$ cat config.mk
export PLATFORM = sky130hd
export DESIGN_NAME = sbox_pipe
export DESIGN_NICKNAME = d
export VERILOG_FILES = /design/src/rtl/sbox_pipe.sv
export SDC_FILE = /design/constraint.sdc
export NUM_CORES = 1
export LEC_CHECK = 0
export ABC_AREA = 1
export ABC_CLOCK_PERIOD_IN_PS = 6600
export CELL_PAD_IN_SITES_DETAIL_PLACEMENT = 0
export CELL_PAD_IN_SITES_GLOBAL_PLACEMENT = 2
export CORE_ASPECT_RATIO = 1.75
export CORE_MARGIN = 1.5
export CORE_UTILIZATION = 35
export CTS_CLUSTER_DIAMETER = 150
export DETAILED_ROUTE_END_ITERATION = 7
export PLACE_DENSITY_LB_ADDON = 0.2
export RECOVER_POWER = 100
export SYNTH_ARGS = -nofsm -noshare
export SYNTH_HDL_FRONTEND = slang
export SYNTH_HIERARCHICAL = 1
export SYNTH_SLANG_ARGS = --single-unit
$ cat constraint.sdc
create_clock -name clk -period 6.6 [get_ports clk]
set_input_delay 0.99 -clock clk [delete_from_list [all_inputs] [get_ports clk]]
set_output_delay 0.99 -clock clk [all_outputs]
set_load 0.02 [all_outputs]
$ cat src/rtl/sbox_pipe.sv
// Four-stage composite-field AES SubBytes / InvSubBytes engine, LANES bytes per beat,
// with a single global stall driven by the output handshake.

module sbox_gf4_mul (
    input  logic [3:0] a,
    input  logic [3:0] b,
    output logic [3:0] p
);
    logic c0, c1, c2, c3, c4, c5, c6;

    assign c0 = a[0] & b[0];
    assign c1 = (a[1] & b[0]) ^ (a[0] & b[1]);
    assign c2 = (a[2] & b[0]) ^ (a[1] & b[1]) ^ (a[0] & b[2]);
    assign c3 = (a[3] & b[0]) ^ (a[2] & b[1]) ^ (a[1] & b[2]) ^ (a[0] & b[3]);
    assign c4 = (a[3] & b[1]) ^ (a[2] & b[2]) ^ (a[1] & b[3]);
    assign c5 = (a[3] & b[2]) ^ (a[2] & b[3]);
    assign c6 = a[3] & b[3];

    // reduce modulo x^4 + x + 1
    assign p = {c3 ^ c6, c2 ^ c5 ^ c6, c1 ^ c4 ^ c5, c0 ^ c4};
endmodule

module sbox_pipe #(
    parameter int LANES = 4
) (
    input  logic               clk,
    input  logic               rst_n,
    input  logic               in_valid,
    output logic               in_ready,
    input  logic               in_inv,
    input  logic [8*LANES-1:0] in_data,
    output logic               out_valid,
    input  logic               out_ready,
    output logic [8*LANES-1:0] out_data,
    output logic               busy
);
    // Composite field: GF(2^4) mod x^4+x+1, then y^2 + y + LAMBDA over it.
    localparam logic [3:0] LAMBDA = 4'hC;

    function automatic logic [3:0] gf4_mul(input logic [3:0] a, input logic [3:0] b);
        logic [3:0] p;
        logic [3:0] t;
        p = '0;
        t = a;
        for (int i = 0; i < 4; i++) begin
            if (b[i]) p = p ^ t;
            t = {t[2:0], 1'b0} ^ {2'b00, t[3], t[3]};
        end
        return p;
    endfunction

    // a^14 is the inverse for a != 0 and maps 0 to 0
    function automatic logic [3:0] gf4_inv(input logic [3:0] a);
        logic [3:0] a2, a4, a8;
        a2 = gf4_mul(a, a);
        a4 = gf4_mul(a2, a2);
        a8 = gf4_mul(a4, a4);
        return gf4_mul(gf4_mul(a8, a4), a2);
    endfunction

    function automatic logic [7:0] cf_mul(input logic [7:0] a, input logic [7:0] b);
        logic [3:0] hh;
        hh = gf4_mul(a[7:4], b[7:4]);
        return {hh ^ gf4_mul(a[7:4], b[3:0]) ^ gf4_mul(a[3:0], b[7:4]),
                gf4_mul(hh, LAMBDA) ^ gf4_mul(a[3:0], b[3:0])};
    endfunction

    // GF(2)-linear map; column i of m is m[8i+7:8i]
    function automatic logic [7:0] lin_map(input logic [63:0] m, input logic [7:0] b);
        logic [7:0] r;
        r = '0;
        for (int i = 0; i < 8; i++)
            if (b[i]) r = r ^ m[8*i +: 8];
        return r;
    endfunction

    // Isomorphism columns are the powers of a composite-field root of the AES polynomial.
    function automatic logic [63:0] find_iso();
        logic [63:0] m;
        logic [63:0] cols;
        logic [7:0]  pw;
        logic [7:0]  acc;
        logic [7:0]  c8;
        logic        found;
        m     = '0;
        cols  = '0;
        found = 1'b0;
        for (int c = 2; c < 256; c++) begin
            if (!found) begin
                c8  = c[7:0];
                pw  = 8'h01;
                acc = '0;
                for (int k = 0; k < 9; k++) begin
                    if (k < 8) cols[8*k +: 8] = pw;
                    if (k == 0 || k == 1 || k == 3 || k == 4 || k == 8) acc = acc ^ pw;
                    pw = cf_mul(pw, c8);
                end
                if (acc == 8'h00) begin
                    found = 1'b1;
                    m     = cols;
                end
            end
        end
        return m;
    endfunction

    function automatic logic [63:0] find_iso_inv(input logic [63:0] m);
        logic [63:0] r;
        r = '0;
        for (int j = 0; j < 8; j++)
            for (int b = 0; b < 256; b++)
                if (lin_map(m, b[7:0]) == (8'h01 << j)) r[8*j +: 8] = b[7:0];
        return r;
    endfunction

    function automatic logic [7:0] rotl(input logic [7:0] b, input int n);
        return (b << n) | (b >> (8 - n));
    endfunction

    function automatic logic [7:0] fwd_mix(input logic [7:0] b);
        return b ^ rotl(b, 1) ^ rotl(b, 2) ^ rotl(b, 3) ^ rotl(b, 4);
    endfunction

    function automatic logic [7:0] inv_mix(input logic [7:0] b);
        return rotl(b, 1) ^ rotl(b, 3) ^ rotl(b, 6);
    endfunction

    localparam logic [63:0] ISO_M     = find_iso();
    localparam logic [63:0] ISO_INV_M = find_iso_inv(ISO_M);

    logic adv;
    logic s1_v, s2_v, s3_v;
    logic s1_inv, s2_inv, s3_inv;

    assign adv      = ~out_valid | out_ready;
    assign in_ready = adv;
    assign busy     = s1_v | s2_v | s3_v | out_valid;

    always_ff @(posedge clk or negedge rst_n) begin
        if (!rst_n) begin
            s1_v      <= 1'b0;
            s2_v      <= 1'b0;
            s3_v      <= 1'b0;
            out_valid <= 1'b0;
            s1_inv    <= 1'b0;
            s2_inv    <= 1'b0;
            s3_inv    <= 1'b0;
        end else if (adv) begin
            s1_v      <= in_valid;
            s2_v      <= s1_v;
            s3_v      <= s2_v;
            out_valid <= s3_v;
            s1_inv    <= in_inv;
            s2_inv    <= s1_inv;
            s3_inv    <= s2_inv;
        end
    end

    for (genvar i = 0; i < LANES; i++) begin : g_lane
        logic [7:0] x_in, pre, iso;
        logic [3:0] s1_h, s1_l;
        logic [3:0] hl, dlt;
        logic [3:0] s2_h, s2_lh, s2_d;
        logic [3:0] hp, lp;
        logic [3:0] s3_hp, s3_lp;
        logic [7:0] y, s4_q;

        assign x_in = in_data[8*i +: 8];
        assign pre  = in_inv ? (inv_mix(x_in) ^ 8'h05) : x_in;
        assign iso  = lin_map(ISO_M, pre);

        // norm of (h*y + l); zero input gives delta = 0 and hence a zero inverse
        sbox_gf4_mul u_mul_hl (.a(s1_h), .b(s1_l), .p(hl));
        assign dlt = gf4_mul(gf4_mul(s1_h, s1_h), LAMBDA) ^ hl ^ gf4_mul(s1_l, s1_l);

        sbox_gf4_mul u_mul_h (.a(s2_h),  .b(s2_d), .p(hp));
        sbox_gf4_mul u_mul_l (.a(s2_lh), .b(s2_d), .p(lp));

        assign y = lin_map(ISO_INV_M, {s3_hp, s3_lp});

        always_ff @(posedge clk or negedge rst_n) begin
            if (!rst_n) begin
                s1_h  <= '0;
                s1_l  <= '0;
                s2_h  <= '0;
                s2_lh <= '0;
                s2_d  <= '0;
                s3_hp <= '0;
                s3_lp <= '0;
                s4_q  <= '0;
            end else if (adv) begin
                s1_h  <= iso[7:4];
                s1_l  <= iso[3:0];
                s2_h  <= s1_h;
                s2_lh <= s1_l ^ s1_h;
                s2_d  <= gf4_inv(dlt);
                s3_hp <= hp;
                s3_lp <= lp;
                s4_q  <= s3_inv ? y : (fwd_mix(y) ^ 8'h63);
            end
        end

        assign out_data[8*i +: 8] = s4_q;
    end
endmodule

==> run_results.csv, run 1 <==
group,metric,value,unit
sta,period_share,88.90,%
sta,final.setup_skew,0.01068,ns
die,start_util,35.58,%
cts,clk_latency,0.45,ns
cells_and_area,final_area,19560,um2
cts,h-tree-depth,4,
cts,cts_sinks,151,
yosys,synth-edff-count,0,
critical_path,crit_type,"reg2reg",
routing,routed_wl,44040,um
sta,fmax,170.4,MHz
grt,grt_pass1_vias,15970,
routing,drt_iter0_drc,669,
yosys,synthArstFlopShare,100.0,%
sta,grt_setup_unrepaired,"no",
yosys,syn_avg_cell_area,6.209,um2
sta,fin_setup_tns,0,ns
run_status,violations,"max-capacitance violations, max-slew violations",
die,fp.dieArea,51970,um2
sta,final_hold_viol_count,0,
placed_design,placement.cell_area,19010,um2
routing,vias,16460,
placed_design,gp_congestion,0.8199,
placed_design,portBuffers,71,
run_status,status,"finished, violations left",
critical_path,crit_top_cell,"nand2_1",
grt,grt_util_all_layers,17.38,%
routing,drt-pass1-iter-count,5,
yosys,synth_most_common_cell,"nand2_1",
grt,antenna_found_initial,0,
yosys,syn-num-nets,2918,
yosys,synth_area_leaders,"nand2_1 (25%), dfrtp_1 (21%), xor2_1 (9.3%), xnor2_1 (7.0%), nand3_1 (5.9%)",
cells_and_area,nets,2950,
routing,drtAntennaViolNets,0,
critical_path,critPathMaxFanout,13,
cts,cts-buffers-inserted,17,
cells_and_area,syn_to_final_growth,10.52,%
yosys,yosysUniqueCellTypes,48,
grt,grt_pass1_wl,75400,um
cells_and_area,final.fill_count,5474,
cells_and_area,multi_input_area,12270,um2
cts,postCtsSetupBuffers,0,
cells_and_area,seqCellArea,3779,um2
critical_path,cp.arrival,6.21,ns
sta,drv_slew,133,
routing,drc,0,
grt,grt_start_max_net_pins,185,
sta,finalSetupViolations,0,
cells_and_area,drive_above_1_share,10.64,%
cts,cts_root_buf,"clkbuf_16",
yosys,yosysTopAreaCell,"nand2_1",
yosys,synthTopCellsByCount,"nand2_1 (1178), inv_1 (272), nand3_1 (207)",
grt,overflow,0,
yosys,synth_ff_type,"dfrtp_1",
critical_path,worst_setup_path_end_kind,"flop",
cts,cts_hold_buffers,0,
placed_design,post-dp-hpwl,33910,um
sta,fin_crit,5.868,ns
critical_path,critPathLaunchType,"flop",
die,die_w,173.0,um
critical_path,r2r_slack,0.73,ns
critical_path,cpPeakStageDelay,0.70,ns
cts,cts_max_path_buffers,2,
critical_path,critical-path-slowest-cell,"ha_1",
hold_path,holdCritPathClass,"reg2reg",
yosys,synth_top_area_share,24.99,%
yosys,yosysWarnings,6,
sta,whs,0.4786,ns
cts,cts.clk_slew.worst_paths,0.07,ns
routing,wl_per_cell,12.38,um
sta,maxSlewHeadroom,-200.8,%
yosys,syn-cell-area,17690,um2
routing,viasPerCell,4.629,
sta,worstMarginPinSlew,4.513,ns
cts,ctsResizeCount,0,
run,cap_violations,2,
cells_and_area,final_util,39.33,%
yosys,ys_seq_elements,151,
yosys,ys_seq_area_share,21.35,%
die,fp-row-count,108,
yosys,synthCells,2850,
cts,cts_tree,"yes",
critical_path,worstPathRequired,6.94,ns
die,core-area,49730,um2
die,ios,72,
die,die_h,300.4,um
-- worst max-delay path, delay by kind of cell (launching register included) --
family	cells	cell delay, ns
adder cells (fa/ha/maj)	3	1.40
AO/OA/AOI/OAI	1	0.20
XOR/XNOR	1	0.19
buffers and inverters	5	0.55
AND/OR/NAND/NOR	27	2.88
flip-flops	1	0.53
-- final cells by class --
class | count | area share (%)
clock buffer | 20 | 2.335
clock inverter | 12 | 0.7294
inverter | 344 | 6.647
antenna | 1 | 0.01280
tap | 660 | 4.223
multi-input combinational | 2288 | 62.72
timing repair buffer | 80 | 4.012
sequential | 151 | 19.32
-- placed cells by master (no fill, tap or decap), types with 31 or more instances in the layout --
cell type           n
inv_2              67
a21oi_1            32
xor2_1            188
nand3_1           210
o21ai_0           142
nand2_2            82
nor2_1             82
dlygate4sd3_1      37
nand3_2            38
ha_1               31
clkdlybuf4s50_1    33
nand2_1          1184
dfrtp_1           151
inv_1             273
xnor2_1           142
-- path summary, 6_finish.rpt --
check	start	end	cells past startpoint
worst max-delay path	g_lane[1].s1_h[0]	g_lane[1].s2_d[0]	37
worst min-delay path	g_lane[0].s4_q[3]	g_lane[0].s4_q[3]	2
worst max register to register	g_lane[1].s1_h[0]	g_lane[1].s2_d[0]	37
worst min register to register	g_lane[0].s4_q[3]	g_lane[0].s4_q[3]	2
max in group asynchronous	rst_n	g_lane[3].s1_h[3]	2
min in group asynchronous	rst_n	g_lane[2].s4_q[0]	1
-- layer usage --
layer  wire, um  GRT usage [%]  up-vias
li1           -              -     8861
met1      19440          20.38     7367
met2      23180          33.63      197
met3        818          1.351       36
met4        593          4.576        0
met5          0              0        -
-- metrics by stage --
| stage | cells | setup WS, ns |
|---|---|---|
| 5_1_grt | 3555 | 0.006788 |
| 6_report | 3556 | 0.7323 |
| 3_5_place_dp | 3523 | 0.9229 |
| 4_1_cts | 3555 | 0.9065 |
| 3_3_place_gp | 3523 | 1.019 |
| 2_1_floorplan | 2850 | 1.682 |
-- sequential cells by signal (all words and copies together) (netlist names), 16 cells and up --
signal        flops
g_lane.s1_h      16
g_lane.s1_l      16
g_lane.s2_d      16
g_lane.s2_h      16
g_lane.s2_lh     16
g_lane.s3_hp     16
g_lane.s3_lp     16
g_lane.s4_q      32
-- cell families after synthesis --
| family | synth area share, % |
|---|---|
| XOR/XNOR | 18.30 |
| buffers and inverters | 9.129 |
| flip-flops | 21.35 |
| multiplexers | 0.05657 |
| AO/OA/AOI/OAI | 6.604 |
| adder cells (fa/ha/maj) | 2.192 |
| AND/OR/NAND/NOR | 42.36 |
Power of run 1 is not shown: default switching activity piles up to over one toggle a cycle in this logic, so the estimate is an artifact.
==> run 2, diff against run 1 <==
GPL_ROUTABILITY_DRIVEN = 1   (was default)
SYNTH_HIERARCHICAL = default   (was 1)
==> run 2 against run 1 <==
Effect of this change:
- the flow still finishes with violations (max-capacitance violations, max-slew violations)
- clock skew barely moved
- count of clock-buffer cells in the layout fell by 3
- global-route usage rose by 1.4 points
- final cell count fell by 14%
- wire length fell by 4.4%
==> run_results.csv, run 2 <==
group,metric,value,unit
placed_design,portBuffers,71,
die,start_util,35.53,%
critical_path,worstPathRequired,6.98,ns
routing,routed_wl,42110,um
yosys,synth_area_leaders,"dfrtp_1 (24%), nand2_1 (23%), xnor2_1 (11%), xor2_1 (10%), nand3_1 (6.9%)",
grt,grt_pass1_wl,70260,um
critical_path,cpPeakStageDelay,0.59,ns
critical_path,critPathLaunchType,"flop",
cts,cts-buffers-inserted,17,
yosys,syn_avg_cell_area,6.465,um2
cts,postCtsSetupBuffers,0,
yosys,synthArstFlopShare,100.0,%
cts,ctsResizeCount,0,
yosys,synth-edff-count,0,
cells_and_area,final_area,17640,um2
critical_path,path_depth,39,
yosys,yosysWarnings,0,
yosys,synth_most_common_cell,"nand2_1",
cells_and_area,largest_reg_flops,32,
cells_and_area,nets,2563,
critical_path,crit_family,"simple AND/OR/NAND/NOR gates",
sta,period_share,86.44,%
sta,final.setup_skew,0.01027,ns
critical_path,crit_buf_inv,7,
sta,maxSlewHeadroom,-240.0,%
cells_and_area,antenna_cells,0,
sta,fin_crit,5.705,ns
yosys,ys_seq_elements,151,
run,cap_violations,3,
yosys,yosysUniqueCellTypes,43,
die,fp.dieArea,47130,um2
yosys,syn-cell-area,16030,um2
yosys,ys_seq_area_share,23.58,%
sta,setup_ws,0.8947,ns
placed_design,gp_congestion,0.8369,
cells_and_area,regMostFlops,"g_lane.s4_q",
grt,grt_util_all_layers,18.73,%
cts,cts_hold_buffers,0,
yosys,synth_top_area_share,23.58,%
routing,drt-pass1-iter-count,6,
hold_path,hold-path-cell-count,2,
die,core-area,45110,um2
sta,drv_slew,373,
critical_path,critical-path-slowest-cell,"dfrtp_1",
grt,antenna_found_initial,0,
die,die_h,286.1,um
cts,cts_sinks,151,
hold_path,holdCritPathClass,"reg2reg",
cells_and_area,final_common_cell,"nand2_1",
run_status,violations,"max-capacitance violations, max-slew violations",
die,die_w,164.8,um
routing,drtAntennaViolNets,0,
yosys,synthTopCellsByCount,"nand2_1 (972), inv_1 (227), nand3_1 (222)",
critical_path,cp.arrival,6.08,ns
critical_path,worst_setup_path_end_kind,"flop",
routing,drc,0,
critical_path,crit_type,"reg2reg",
yosys,yosysTopAreaCell,"dfrtp_1",
placed_design,placement.cell_area,17080,um2
cts,clk_latency,0.45,ns
yosys,synthCells,2479,
cts,cts_root_buf,"clkbuf_16",
cts,cts.clk_slew.worst_paths,0.07,ns
critical_path,reg2regPathDepth,39,
routing,viasPerCell,4.756,
placed_design,pre_cts_slack,1.029,ns
grt,overflow,0,
sta,finalSetupViolations,0,
die,ios,72,
routing,wl_per_cell,13.72,um
sta,fmax,175.3,MHz
placed_design,post-dp-hpwl,32880,um
sta,fin_setup_tns,0,ns
sta,final_hold_viol_count,0,
grt,grt_pass1_vias,14280,
grt,grt_start_max_net_pins,216,
routing,vias,14600,
cells_and_area,final_cell_mix,"nand2_1 (978), inv_1 (228), nand3_1 (222)",
die,fp-row-count,103,
cells_and_area,drive_above_1_share,4.252,%
critical_path,crit_top_cell,"nand2_1",
sta,grt_setup_unrepaired,"no",
cts,h-tree-depth,4,
cts,cts_max_path_buffers,2,
yosys,synth_ff_type,"dfrtp_1",
critical_path,critPathMaxFanout,14,
run_status,status,"finished, violations left",
yosys,syn-num-nets,2562,
cells_and_area,syn_to_final_growth,10.05,%
sta,worstMarginPinSlew,5.101,ns
routing,drt_iter0_drc,585,
cts,cts_tree,"yes",
run 2: cell types whose count changed after synthesis, moves of 15 or more:
cell	previous run	this run
clkbuf_1	38	59
ha_1	31	46
inv_1	272	227
inv_2	69	8
nand2_1	1178	972
nand2_2	87	23
nand2_4	21	3
nand3_1	207	222
nand3_2	41	6
nor2_1	82	62
nor2_2	19	1
xnor2_1	142	208
run 2: stage by stage:
step / util, % / hold slack (ns) / cells
4_1_cts: 39.22 / 0.4838 / 3070
2_1_floorplan: - / 0.4422 / 2479
5_1_grt: 39.10 / 0.4938 / 3070
3_5_place_dp: 37.86 / 0.4658 / 3038
6_report: 39.10 / 0.4762 / 3070
3_3_place_gp: 37.86 / 0.4666 / 3038
run 2: metal layers:
metal,vias to the layer above,part of all wire [%],track usage (%)
li1,7705,-,-
met1,6717,38,18.78
met2,131,58,38.59
met3,49,1.2,1.464
met4,0,2.8,6.869
met5,-,0,0
run 2: path summary, 6_finish.rpt:
kind / start / to / slack (ns)
min: g_lane[0].s4_q[3] / g_lane[0].s4_q[3] / 0.48
max: g_lane[1].s1_h[0] / g_lane[1].s2_d[2] / 0.89
max reg2reg: g_lane[1].s1_h[0] / g_lane[1].s2_d[2] / 0.89
max in group asynchronous: rst_n / g_lane[2].s4_q[1] / 1.34
min reg2reg: g_lane[0].s4_q[3] / g_lane[0].s4_q[3] / 0.48
min in group asynchronous: rst_n / g_lane[1].s4_q[7] / 2.39
run 2: final cells by class:
cell class	count	area [um2]
clock buffer	17	425.4
clock inverter	15	188.9
fill	4846	27470
inverter	236	885.9
multi-input combinational	1996	10890
sequential	151	3779
tap	577	721.9
timing repair buffer	78	747.0
run 2: cell families after synthesis:
group	synth area share, %
multiplexers	0.1249
AND/OR/NAND/NOR	34.76
adder cells (fa/ha/maj)	3.591
XOR/XNOR	22.80
AO/OA/AOI/OAI	6.769
flip-flops	23.58
buffers and inverters	8.385
run 2: tightest hold or removal path, stage by stage (launching register included):
cell,delay (ns)
dfrtp_1,0.34
nand2_1,0.06
nand2_1,0.05
Power of run 2 is left out for the same reason.
==> patch 1, RTL diff (config.mk and constraints of run 2) <==
The parameter `LANES` goes from 4 to 2.
--- a/src/rtl/sbox_pipe.sv
+++ b/src/rtl/sbox_pipe.sv
@@ -21,7 +21,7 @@
 endmodule
 
 module sbox_pipe #(
-    parameter int LANES = 4
+    parameter int LANES = 2
 ) (
     input  logic               clk,
     input  logic               rst_n,
Ports: changed (resized in_data and out_data); port bits go from 72 to 40. The function was not compared with the original's and may differ.
==> patch 1 against run 2 <==
  * The flow still finishes with violations (capacitance limit, slew limit)
  * Design area shrank 48%
  * Sequential cell count shrank 72
  * Sequential share of layout area grew 0.15 points
  * Synthesized area shrank 48%
  * Count of clock-buffer cells in the layout shrank 7
  * Routed wire length shrank 47%
  * Die area shrank 47%
  * Critical path depth shrank 5
  * Largest cell class unchanged
  * Worst setup slack lost 0.016 ns
Power is not shown: default switching activity piles up to over one toggle a cycle in this logic, so the estimate is an artifact.
==> patch 1: results (changes against run 2) <==
* Status: finished, violations left (unchanged)
* Violated checks: capacitance limit, slew limit (unchanged)
* DP Cell Count at 1551 (was 3038)
* Slowest-stage cell, CP: ha_1 (was dfrtp_1)
* Worst r2r path cells at 34 (was 39)
* Clock latency on the worst-skew pair at 0.36 ns (was 0.45 ns)
* Sequential share of the synthesized area at 23.7% (was 23.6%)
* DRT iter0 DRCs at 318 (was 585)
* Synth area leaders: dfrtp_1 (24%), nand2_1 (21%), xnor2_1 (11%) (was dfrtp_1 (24%), nand2_1 (23%), xnor2_1 (11%))
* Max FFs per register at 16 (was 32)
* Final clock skew at 0.00773 ns (was 0.0103 ns)
* Post-synthesis compound-gate area fraction at 6.91% (was 6.77%)
* Post-synthesis mux area share at 0.120% (was 0.125%)
* Depth of the CTS H-tree at 3 (was 4)
* Hold path startpoint: s1_inv (was g_lane[0].s4_q[3])
* Critical Path Source: g_lane[1].s1_h[3] (was g_lane[1].s1_h[0])
* Vias per cell at 4.67 (was 4.76)
* Worst path max stage delay at 0.63 ns (was 0.59 ns)
* Vias in the first global route at 7262 (was 14300)
* Post-synthesis adder-cell area fraction at 3.60% (was 3.59%)
* Initial DRT Pass Iterations at 4 (was 6)
* Pin count of the biggest net entering global routing at 84 (was 216)
* Cts bufs inserted at 9 (was 17)
* Final WS setup at 0.878 ns (was 0.895 ns)
* Layout cells sized above 1 at 8.16% (was 4.25%)
* First-pass GRT wire length at 37000 µm (was 70300 µm)
* Slew headroom at -58.8% (was -240%)
* Post-synth cell types at 40 (was 43)
* Count of input and output buffers at 39 (was 71)
* Pre-CTS worst setup slack at 1.13 ns (was 1.03 ns)
* Post-CTS Setup Bufs at 0 (unchanged)
* Critical path endpoint: g_lane[1].s2_d[0] (was g_lane[1].s2_d[2])
* Synth Area in XOR/XNOR at 21.6% (was 22.8%)
* WHS at 0.475 ns (was 0.476 ns)
* Placer's final routability congestion estimate at 0.809 (was 0.837)
* Maxcap violations at 4 (was 3)
* Avg WL per Cell at 14.2 µm (was 13.7 µm)
* Placed cell areas at 8870 µm² (was 17100 µm²)
* Max-slew violation count at 160 (was 373)
* Hpwl dp at 17700 µm (was 32900 µm)
* Hold endpoint: s2_inv (was g_lane[0].s4_q[3])
* Gr usage total at 18.7% (about the same)
* Net Count, Synth at 1301 (was 2562)
==> patch 1: changes by cell type in the layout (fill, tap and decap cells not counted), sizes merged, moves of 19 or more <==
cell          run 2  this run
a21oi            28         9
o21ai           156        79
nor2             64        34
xor2            196        85
inv             243       117
ha               46        24
nand3           228       103
dfrtp           151        79
xnor2           210       114
nand2           998       516
==> patch 1: per-layer routing <==
| metal | GRT usage (%) | part of all wire, % |
|---|---|---|
| met5 | 0 | 0 |
| met4 | 5.34 | 1.7 |
| met3 | 2.06 | 1.1 |
| met2 | 39.7 | 60 |
| met1 | 18.1 | 37 |
==> patch 1: final cells by class <==
type                       count  area, µm²
fill                        2624      14200
multi-input combinational   1007       5630
sequential                    79       1980
inverter                     119        449
timing repair buffer          42        397
tap                          304        380
clock buffer                  10        239
clock inverter                 6       91.3
==> patch 1: cell families after synthesis <==
group           Yosys count
simple gates            678
xor+xnor                199
buf+inv                 170
compound gates          105
flops                    79
fa+ha+maj                24
mux                       1
==> patch 2, RTL diff (settings of run 2) <==
Made on the original files. Make the reset (`rst_n`) synchronous in 2 clocked blocks.
--- a/src/rtl/sbox_pipe.sv
+++ b/src/rtl/sbox_pipe.sv
@@ -136,7 +136,7 @@
     assign in_ready = adv;
     assign busy     = s1_v | s2_v | s3_v | out_valid;
 
-    always_ff @(posedge clk or negedge rst_n) begin
+    always_ff @(posedge clk) begin
         if (!rst_n) begin
             s1_v      <= 1'b0;
             s2_v      <= 1'b0;
@@ -178,7 +178,7 @@
 
         assign y = lin_map(ISO_INV_M, {s3_hp, s3_lp});
 
-        always_ff @(posedge clk or negedge rst_n) begin
+        always_ff @(posedge clk) begin
             if (!rst_n) begin
                 s1_h  <= '0;
                 s1_l  <= '0;
Check against the original RTL: differs if rst_n is asserted again (counterexample within 4 cycles, from zero or initial values and one cycle with rst_n low); with rst_n held inactive, the same outputs for 4 cycles.
==> patch 2 against run 2 <==
  * Worst setup slack improved by 0.15 ns
  * Routed wire length decreased by 5.2%
  * Global-route usage decreased by 0.21 points
  * Synthesized cell count decreased by 2.9%
  * Core utilization increased by 0.12 points
  * Critical endpoint is now g_lane[0].s2_d[1]
  * Design area decreased by 5.1%
  * Sequential share of layout area decreased by 3.4 points
  * Synthesized area decreased by 5.4%
  * Sequential cell count unchanged
  * Maximum frequency increased by 2.6%
  * The flow still finishes with violations (capacitance limit, slew limit)
Power is not shown: default switching activity piles up to over one toggle a cycle in this logic, so the estimate is an artifact.
==> patch 2: results (changes against run 2) <==
* Status: finished, violations left (unchanged)
* Violated checks: capacitance limit, slew limit (unchanged)
* Post-synth cell types at 42 (was 43)
* Gr usage total at 18.5% (was 18.7%)
* Pin count of the biggest net entering global routing at 154 (was 216)
* Slowest-stage cell, CP: dfxtp_1 (was dfrtp_1)
* Routed WL at 39900 µm (was 42100 µm)
* M1 WL at 16200 µm (was 16100 µm)
* Slew @ Worst Pin at 3.43 ns (was 5.10 ns)
* Hold endpoint: s2_inv (was g_lane[0].s4_q[3])
* Worst r2r path cells at 38 (was 39)
* First-pass GRT wire length at 67600 µm (was 70300 µm)
* Vias per cell at 4.73 (was 4.76)
* DRT iter0 DRCs at 500 (was 585)
* Sequential share of the synthesized area at 19.9% (was 23.6%)
* WL met3 at 785 µm (was 489 µm)
* Crit Path Max Fanout at 15 (was 14)
* Synth Instances at 2408 (was 2479)
* Starting Density at 35.5% (about the same)
* Max-slew violation count at 221 (was 373)
* Hold path startpoint: s2_inv (was g_lane[0].s4_q[3])
* Global Route met2 Usage at 37.6% (was 38.6%)
* Asr flop ratio synth at 0% (was 100%)
* Main flop type after synthesis: dfxtp_1 (was dfrtp_1)
* GR Util met1 at 19.7% (was 18.8%)
* Metal2 WL at 22400 µm (was 24300 µm)
* Met3 Resource Use GR at 2.35% (was 1.46%)
* Fill cells at 4621 (was 4846)
* Maxcap violations at 2 (was 3)
patch 2: cell count changes after synthesis, sizes merged, moves of 45 or more:
cell	delta
nand2	-252
dfrtp	-151
dfxtp	+151
nor2	+59
a21oi	+52
nand3	-45
patch 2: final cells by class:
cell class	instances	area (µm²)	area share (%)
sequential	151	3020	18.1
tap	561	702	4.19
timing repair buffer	83	788	4.71
multi-input combinational	1879	10600	63.5
clock buffer	18	439	2.62
inverter	268	1010	6.04
clock inverter	13	148	0.882
patch 2: cell families (layout without fill, tap and decap cells):
kind of cell               count (synthesis)  in the layout  share of synthesized area (%)
muxes                                      2              2                          0.132
adders and majority gates                 44             44                           3.63
buffers and inverters                    378            382                           9.73
AOI/OAI and AO/OA                        331            331                           12.5
xor gates and xnor gates                 390            390                           23.0
DFF                                      151            151                           19.9
and+or+nand+nor                         1112           1112                           31.0
patch 2: metrics by stage:
step,area [µm²],worst slack (ns)
floorplan,15200,2.14
CTS,16800,1.20
global route,16700,0.294
detailed placement,16200,1.24
global placement,16200,1.28
finish,16700,1.04
